<file path="config.mk">
export PLATFORM = sky130hd
export DESIGN_NAME = ibuffer_fifo
export DESIGN_NICKNAME = d
export VERILOG_FILES = /design/src/rtl/ibuffer_fifo.sv
export SDC_FILE = /design/constraint.sdc
export NUM_CORES = 1
export LEC_CHECK = 0
export CORE_AREA = 2 2 235 237
export DETAILED_ROUTE_END_ITERATION = 8
export DIE_AREA = 0 0 237 239
export GPL_ROUTABILITY_DRIVEN = 0
export PLACE_DENSITY = 0.87
export SLEW_MARGIN = 20
export SYNTH_ARGS = -nofsm -noshare
export SYNTH_HDL_FRONTEND = slang
export SYNTH_SLANG_ARGS = --single-unit
export TNS_END_PERCENT = 5
</file>
<file path="constraint.sdc">
create_clock -name clk -period 2.6 [get_ports clk]
set_input_delay 0.65 -clock clk [delete_from_list [all_inputs] [get_ports clk]]
set_output_delay 0.65 -clock clk [all_outputs]
set_load 0.05 [all_outputs]
</file>
<file path="src/rtl/ibuffer_fifo.sv">
// ibuffer_fifo: per-warp in-order instruction buffer between the slowdown stage and issue.
// Define IBUFFER_FIFO_BYPASS_EN to let a word pass straight through an empty FIFO in the same cycle.
module ibuffer_fifo #(
    parameter int unsigned BUFFER_WIDTH = 155,
    parameter int unsigned DEPTH        = 4
) (
    input  logic                    clk,
    input  logic                    rst_n,
    input  logic                    flush_i,
    input  logic                    in_valid_i,
    output logic                    in_ready_o,
    input  logic [BUFFER_WIDTH-1:0] in_data_i,
    output logic                    out_valid_o,
    input  logic                    out_ready_i,
    output logic [BUFFER_WIDTH-1:0] out_data_o,
    output logic [$clog2(DEPTH):0]  count_o,
    output logic                    empty_o,
    output logic                    full_o
);

    localparam int unsigned AW = $clog2(DEPTH);
    localparam int unsigned PW = AW + 1;

    logic [BUFFER_WIDTH-1:0] mem_q [DEPTH];
    logic [PW-1:0]           wr_ptr_q, wr_ptr_d;
    logic [PW-1:0]           rd_ptr_q, rd_ptr_d;
    logic                    empty, full;
    logic                    push, pop, wr_en, bypass;

    // The MSB of each pointer is a wrap bit that separates full from empty.
    assign empty   = (wr_ptr_q == rd_ptr_q);
    assign full    = (wr_ptr_q[AW-1:0] == rd_ptr_q[AW-1:0]) && (wr_ptr_q[AW] != rd_ptr_q[AW]);
    assign count_o = wr_ptr_q - rd_ptr_q;
    assign empty_o = empty;
    assign full_o  = full;

    assign in_ready_o = !full && !flush_i;
    assign push       = in_valid_i && in_ready_o;

`ifdef IBUFFER_FIFO_BYPASS_EN
    assign bypass      = empty && in_valid_i && !flush_i;
    assign out_valid_o = (!empty || in_valid_i) && !flush_i;
    assign out_data_o  = bypass ? in_data_i : mem_q[rd_ptr_q[AW-1:0]];
`else
    assign bypass      = 1'b0;
    assign out_valid_o = !empty && !flush_i;
    assign out_data_o  = mem_q[rd_ptr_q[AW-1:0]];
`endif

    // A bypassed word that is consumed immediately never touches storage or the pointers.
    assign pop   = out_valid_o && out_ready_i && !bypass;
    assign wr_en = push && !(bypass && out_ready_i);

    always_comb begin
        wr_ptr_d = wr_ptr_q;
        rd_ptr_d = rd_ptr_q;
        if (flush_i) begin
            wr_ptr_d = '0;
            rd_ptr_d = '0;
        end else begin
            if (wr_en) wr_ptr_d = wr_ptr_q + PW'(1);
            if (pop)   rd_ptr_d = rd_ptr_q + PW'(1);
        end
    end

    always_ff @(posedge clk or negedge rst_n) begin
        if (!rst_n) begin
            wr_ptr_q <= '0;
            rd_ptr_q <= '0;
        end else begin
            wr_ptr_q <= wr_ptr_d;
            rd_ptr_q <= rd_ptr_d;
        end
    end

    always_ff @(posedge clk or negedge rst_n) begin
        if (!rst_n) begin
            for (int unsigned i = 0; i < DEPTH; i++) mem_q[i] <= '0;
        end else if (wr_en) begin
            mem_q[wr_ptr_q[AW-1:0]] <= in_data_i;
        end
    end

endmodule

</file>
Word level (Yosys, flattened, before mapping)
Index checks and enable logic that the tools add are counted.
{"block": "classes", "n_reduce_logical": 11, "add_sub_neg": 3, "muxes": 10, "bitwise_logic": 2, "eq_ne": 3, "order_cmp": 3}
{"cell": "$bwmux 620", "n": 1}
{"cell": "$mux 155", "n": 3}
{"cell": "$bmux 155 s2", "n": 1}
{"cell": "$demux 155 s2", "n": 1}
{"cell": "$mux 3", "n": 4}
{"cell": "$add 3x1->3 const B", "n": 2}
{"cell": "$ge 3x3->1 const B", "n": 2}
{"cell": "$logic_and 1x1->1", "n": 6}
{"cell": "$not 2->3", "n": 2}
{"cell": "$reduce_bool 2->1", "n": 2}
{"cell": "$eq 3x3->1", "n": 1}
{"cell": "$logic_not 1->1", "n": 3}
{"cell": "$lt 3x1->1 const B", "n": 1}
{"cell": "$sub 3x3->3", "n": 1}
{"cell": "$eq 2x2->1", "n": 1}
{"cell": "$ne 1x1->1", "n": 1}
{"block": "word_totals", "input_bits": 160, "ff_bits": 626, "out_inout_bits": 162, "wordCells": 38}

Logic depth before layout (Yosys ltp)
{"block": "depth", "depth_word": 7, "mapped_depth": 9, "ltp_nobuf": 5}

Least setup slack after synthesis
Ideal clock, no wire load.
{"block": "synth_path", "path_type": "reg-to-output", "from": "register rd_ptr_q[1]", "to": "output port in_ready_o", "path_stages_with_launch": 8, "t_arrival_ns": 2.775, "path_buffers": 2, "t_required_ns": 1.950, "slack_ns": -0.825, "cell_sequence": "dfrtp_1 buf_1 buf_1 inv_1 ha_1 nand2_1 nor2_1 nor2_1"}
{"block": "synth_between", "elab_chain_cells": 4}
{"element": "start: declaration", "line": "26", "text": "logic [PW-1:0] rd_ptr_q, rd_ptr_d;"}
{"element": "start signal: assignment", "line": "72", "text": "rd_ptr_q <= rd_ptr_d;"}
{"element": "$eq 2x2->1", "line": "32", "text": "assign full = (wr_ptr_q[AW-1:0] == rd_ptr_q[AW-1:0]) && (wr_ptr_q[AW] != rd_ptr_q[AW]);"}
{"element": "$logic_and 1x1->1", "line": "32"}
{"element": "via full_o", "line": "18", "text": "output logic full_o"}
{"element": "$logic_not 1->1", "line": "37", "text": "assign in_ready_o = !full && !flush_i;"}
{"element": "$logic_and 1x1->1", "line": "37"}
{"element": "end: declaration", "line": "11", "text": "output logic in_ready_o,"}
The timed path passes the listed nets, and every way through them passes these cells.

Worst setup path after layout
{"block": "layout_path", "from": "register rd_ptr_q[0]", "to": "output port out_data_o[9]"}
{"block": "layout_between", "elab_chain_cells": 4}
{"element": "$not 2->3 (not written as such)", "line": "47", "text": "assign out_data_o = mem_q[rd_ptr_q[AW-1:0]];"}
{"element": "$bmux 155 s2", "line": "47"}
{"element": "$mux 155 (not written as such) (2 in a row)", "line": "47"}
{"element": "end: declaration", "line": "15", "text": "output logic [BUFFER_WIDTH-1:0] out_data_o,"}
Every way passes these cells. The select of a mux whose other input is x is not followed.

==> impl_results.md <==
* Critical Path Sink Type: output port
* Vias per cell at 5.75
* Drt drc at 0
* Share of layout cells above drive strength 1 at 58.8%
* Mapped cell area at 27,300 um2
* Combinational fraction of design power at 40.8%
* Worst vdd ir at 951 uV
* Cell Pwr Density at 1220 nW/um2
* Cell area after layout at 35,200 um2
* Clock-pin slew on the worst setup and hold paths at 0.05 ns
* Status: finished with violations
* Commonest non-fill, non-tap cell in the layout: dfrtp_1
* GR peak layer: met2
* Clock root buffer: clkbuf_16
* Sequential power share at 35.9%
* Number of CTS-inserted buffers at 68
* Wire per inst at 24.3 um
* Final Hold Viols at 0
* Detailed router's first-iteration violation count at 798
* First-pass GRT wire length at 104,000 um
* Flops & latches, synth at 626
* Met1 Use GR at 30.4%
* Post-synthesis net count at 1,721
* Placed cell count at 2,588
* Failing checks: negative setup slack
* Top cell type's share of synthesized area at 57.4%
* RSZ-0062 raised after global routing: yes
* Initial core utilization at 50.2%
* Fin crit share at 114%
* Ys Warns at 0
* Initial antenna violation count at 9
* Overall power at 43.1 mW
* Max clock buf depth at 3
* Post-detail-place hpwl at 42,700 um
* Switch share at 34.7%
* Clock sinks at 626
* Finished Layout Cells at 2,729
* Clk_skew at 0.0154 ns
* Die Wd at 237 um
* Worst Setup Start Kind: flop
* Clock power frac at 23.3%
* Netlist cell types at 26
* Met2 usage at 40.3%
* Row Count at 86
* Final setup fails at 160
* Slack of the critical path at -0.355 ns
* Die H at 239 um
* TritonCTS clock tree: yes
* Post-synthesis instance total at 1,553
* Nets at 2,139
* Port Buffer Count at 321
* Num ports at 322
* Part of the Yosys area used for sequential elements at 57.4%
* Final ANT Viol Nets at 0
* Minimum clock period at 2.95 ns
* Worst Hold Class: reg -> reg
* Post-DP Area at 31,800 um2
* Via Count at 15,700
* Clock Latency Late Sink at 0.60 ns
* Met3 usage at 6.47%
* Gr ovfl total at 0
* Total iterations of the first detailed-routing run at 4
* Setup TNS at -45.79 ns
* Cell type with the largest total area after synthesis: dfrtp_1
* LEAKAGE at 15.5 nW
* Ranking of synthesized cells by area: dfrtp_1, mux2_2, mux4_2, buf_6, buf_2
* Die footprint at 56,600 um2
* Max Slew Vio Count at 0
* Int Pwr at 28.1 mW
* Post-layout util at 64.8%
* CP Data Required Time at 1.95 ns
* Critical Setup Path Class: reg -> out
* Most frequent cells in the layout: dfrtp_1, mux2_2, clkdlybuf4s50_1
* Layout Area Growth over Synthesis at 29.1%
* Total track usage at 23.9%
* Max Cap Viol at 0
* Largest net degree at the start of global routing at 65
* Worst Path Max Fanout at 8
* Core area at 54,300 um2
* Syn_area_per_cell at 17.6 um2
* H-Tree Depth at 3
* WP data arrival at 2.30 ns
* Detailed Route WL at 66,300 um
* Worst-Margin Slew at 0.487 ns
* Max frequency at 338 MHz
* P_sw at 14.9 mW
* Rel. slew slack at 67.4%
* Vias in the first global route at 17,900
state kept, by name (all words and copies together) (netlist names):
register  cells
mem_q       620
rd_ptr_q      3
wr_ptr_q      3
kinds of logic after synthesis:
kind of cell / synth area share (%)
muxes: 38.5
DFF: 57.4
buffers and inverters: 3.03
and+or+nand+nor: 0.248
AOI/OAI and AO/OA: 0.307
adders and majority gates: 0.394
xor gates and xnor gates: 0.0642
cell usage after synthesis, drive strengths merged:
| cell type | n |
|---|---|
| a31oi | 2 |
| dfrtp | 626 |
| mux2 | 622 |
| inv | 8 |
| o2111ai | 1 |
| and3 | 1 |
| fa | 1 |
| o21a | 1 |
| nand2 | 4 |
| o211ai | 4 |
| a211oi | 1 |
| buf | 93 |
| nand4bb | 1 |
| o31ai | 1 |
| nor2 | 6 |
| clkbuf | 12 |
| a311o | 1 |
| mux4 | 155 |
| xnor2 | 1 |
| mux2i | 2 |
| ha | 7 |
| xor2 | 1 |
| nor2b | 2 |
final cells by class:
cell class | instances | area (um2)
Multi-Input combinational cell | 814 | 10800
Clock buffer | 101 | 2050
Tap cell | 704 | 881
Fill cell | 3524 | 19100
Clock inverter | 21 | 307
Inverter | 8 | 30.0
Antenna cell | 2 | 5.00
Sequential cell | 626 | 15700
Timing Repair Buffer | 453 | 5460
routing by layer:
layer	wire length, um	part of all wire, %
met2	33800	51
met1	26600	40
met3	4500	6.8
met4	1360	2.1
met5	65	0.098
repair_timing:
action,CTS,global route
endpoints found under the hold margin,31,0
gates resized for setup,192,7
endpoints found under the setup margin,161,161
hold buffers,1,0
buffers inserted,6,0
gates cloned,8,3
pin swaps,1,0
stage by stage:
stage | hold WS [ns] | setup slack (ns)
after floorplan | 0.354 | 0.00291
after global placement | 0.481 | 0.0431
after detailed placement | 0.487 | 0.00597
after CTS | 0.501 | -0.413
after global routing | 0.506 | -0.402
final | 0.499 | -0.355
worst paths after layout:
kind | startpoint | end | slack (ns) | cells past startpoint
setup / recovery | rd_ptr_q[0] | out_data_o[9] | -0.35 | 5
hold / removal | mem_q[476] | mem_q[476] | 0.50 | 1
setup reg to reg | rd_ptr_q[0] | mem_q[227] | 0.20 | 6
hold reg to reg | mem_q[476] | mem_q[476] | 0.50 | 1
max in group asynchronous | rst_n | mem_q[423] | 1.08 | 4
min in group asynchronous | rst_n | mem_q[401] | 0.57 | 2
power groups by stage:
stage	clock network, mW	logic (mW)	registers [mW]
floorplan	0	11.9	14.7
global placement	0	15.5	15.1
detailed placement	0	15.9	15.5
CTS	10.2	17.6	15.4
global route	10.6	18.3	15.9
finish	10.0	17.6	15.5
worst max-delay path: stages, from the launching register on:
cell and delay, ns:
dfrtp_4 0.48, buf_6 0.13, buf_16 0.18, buf_16 0.16
mux4_2 0.57, buf_8 0.18
No activity file was read; power rests on OpenSTA's default activity.
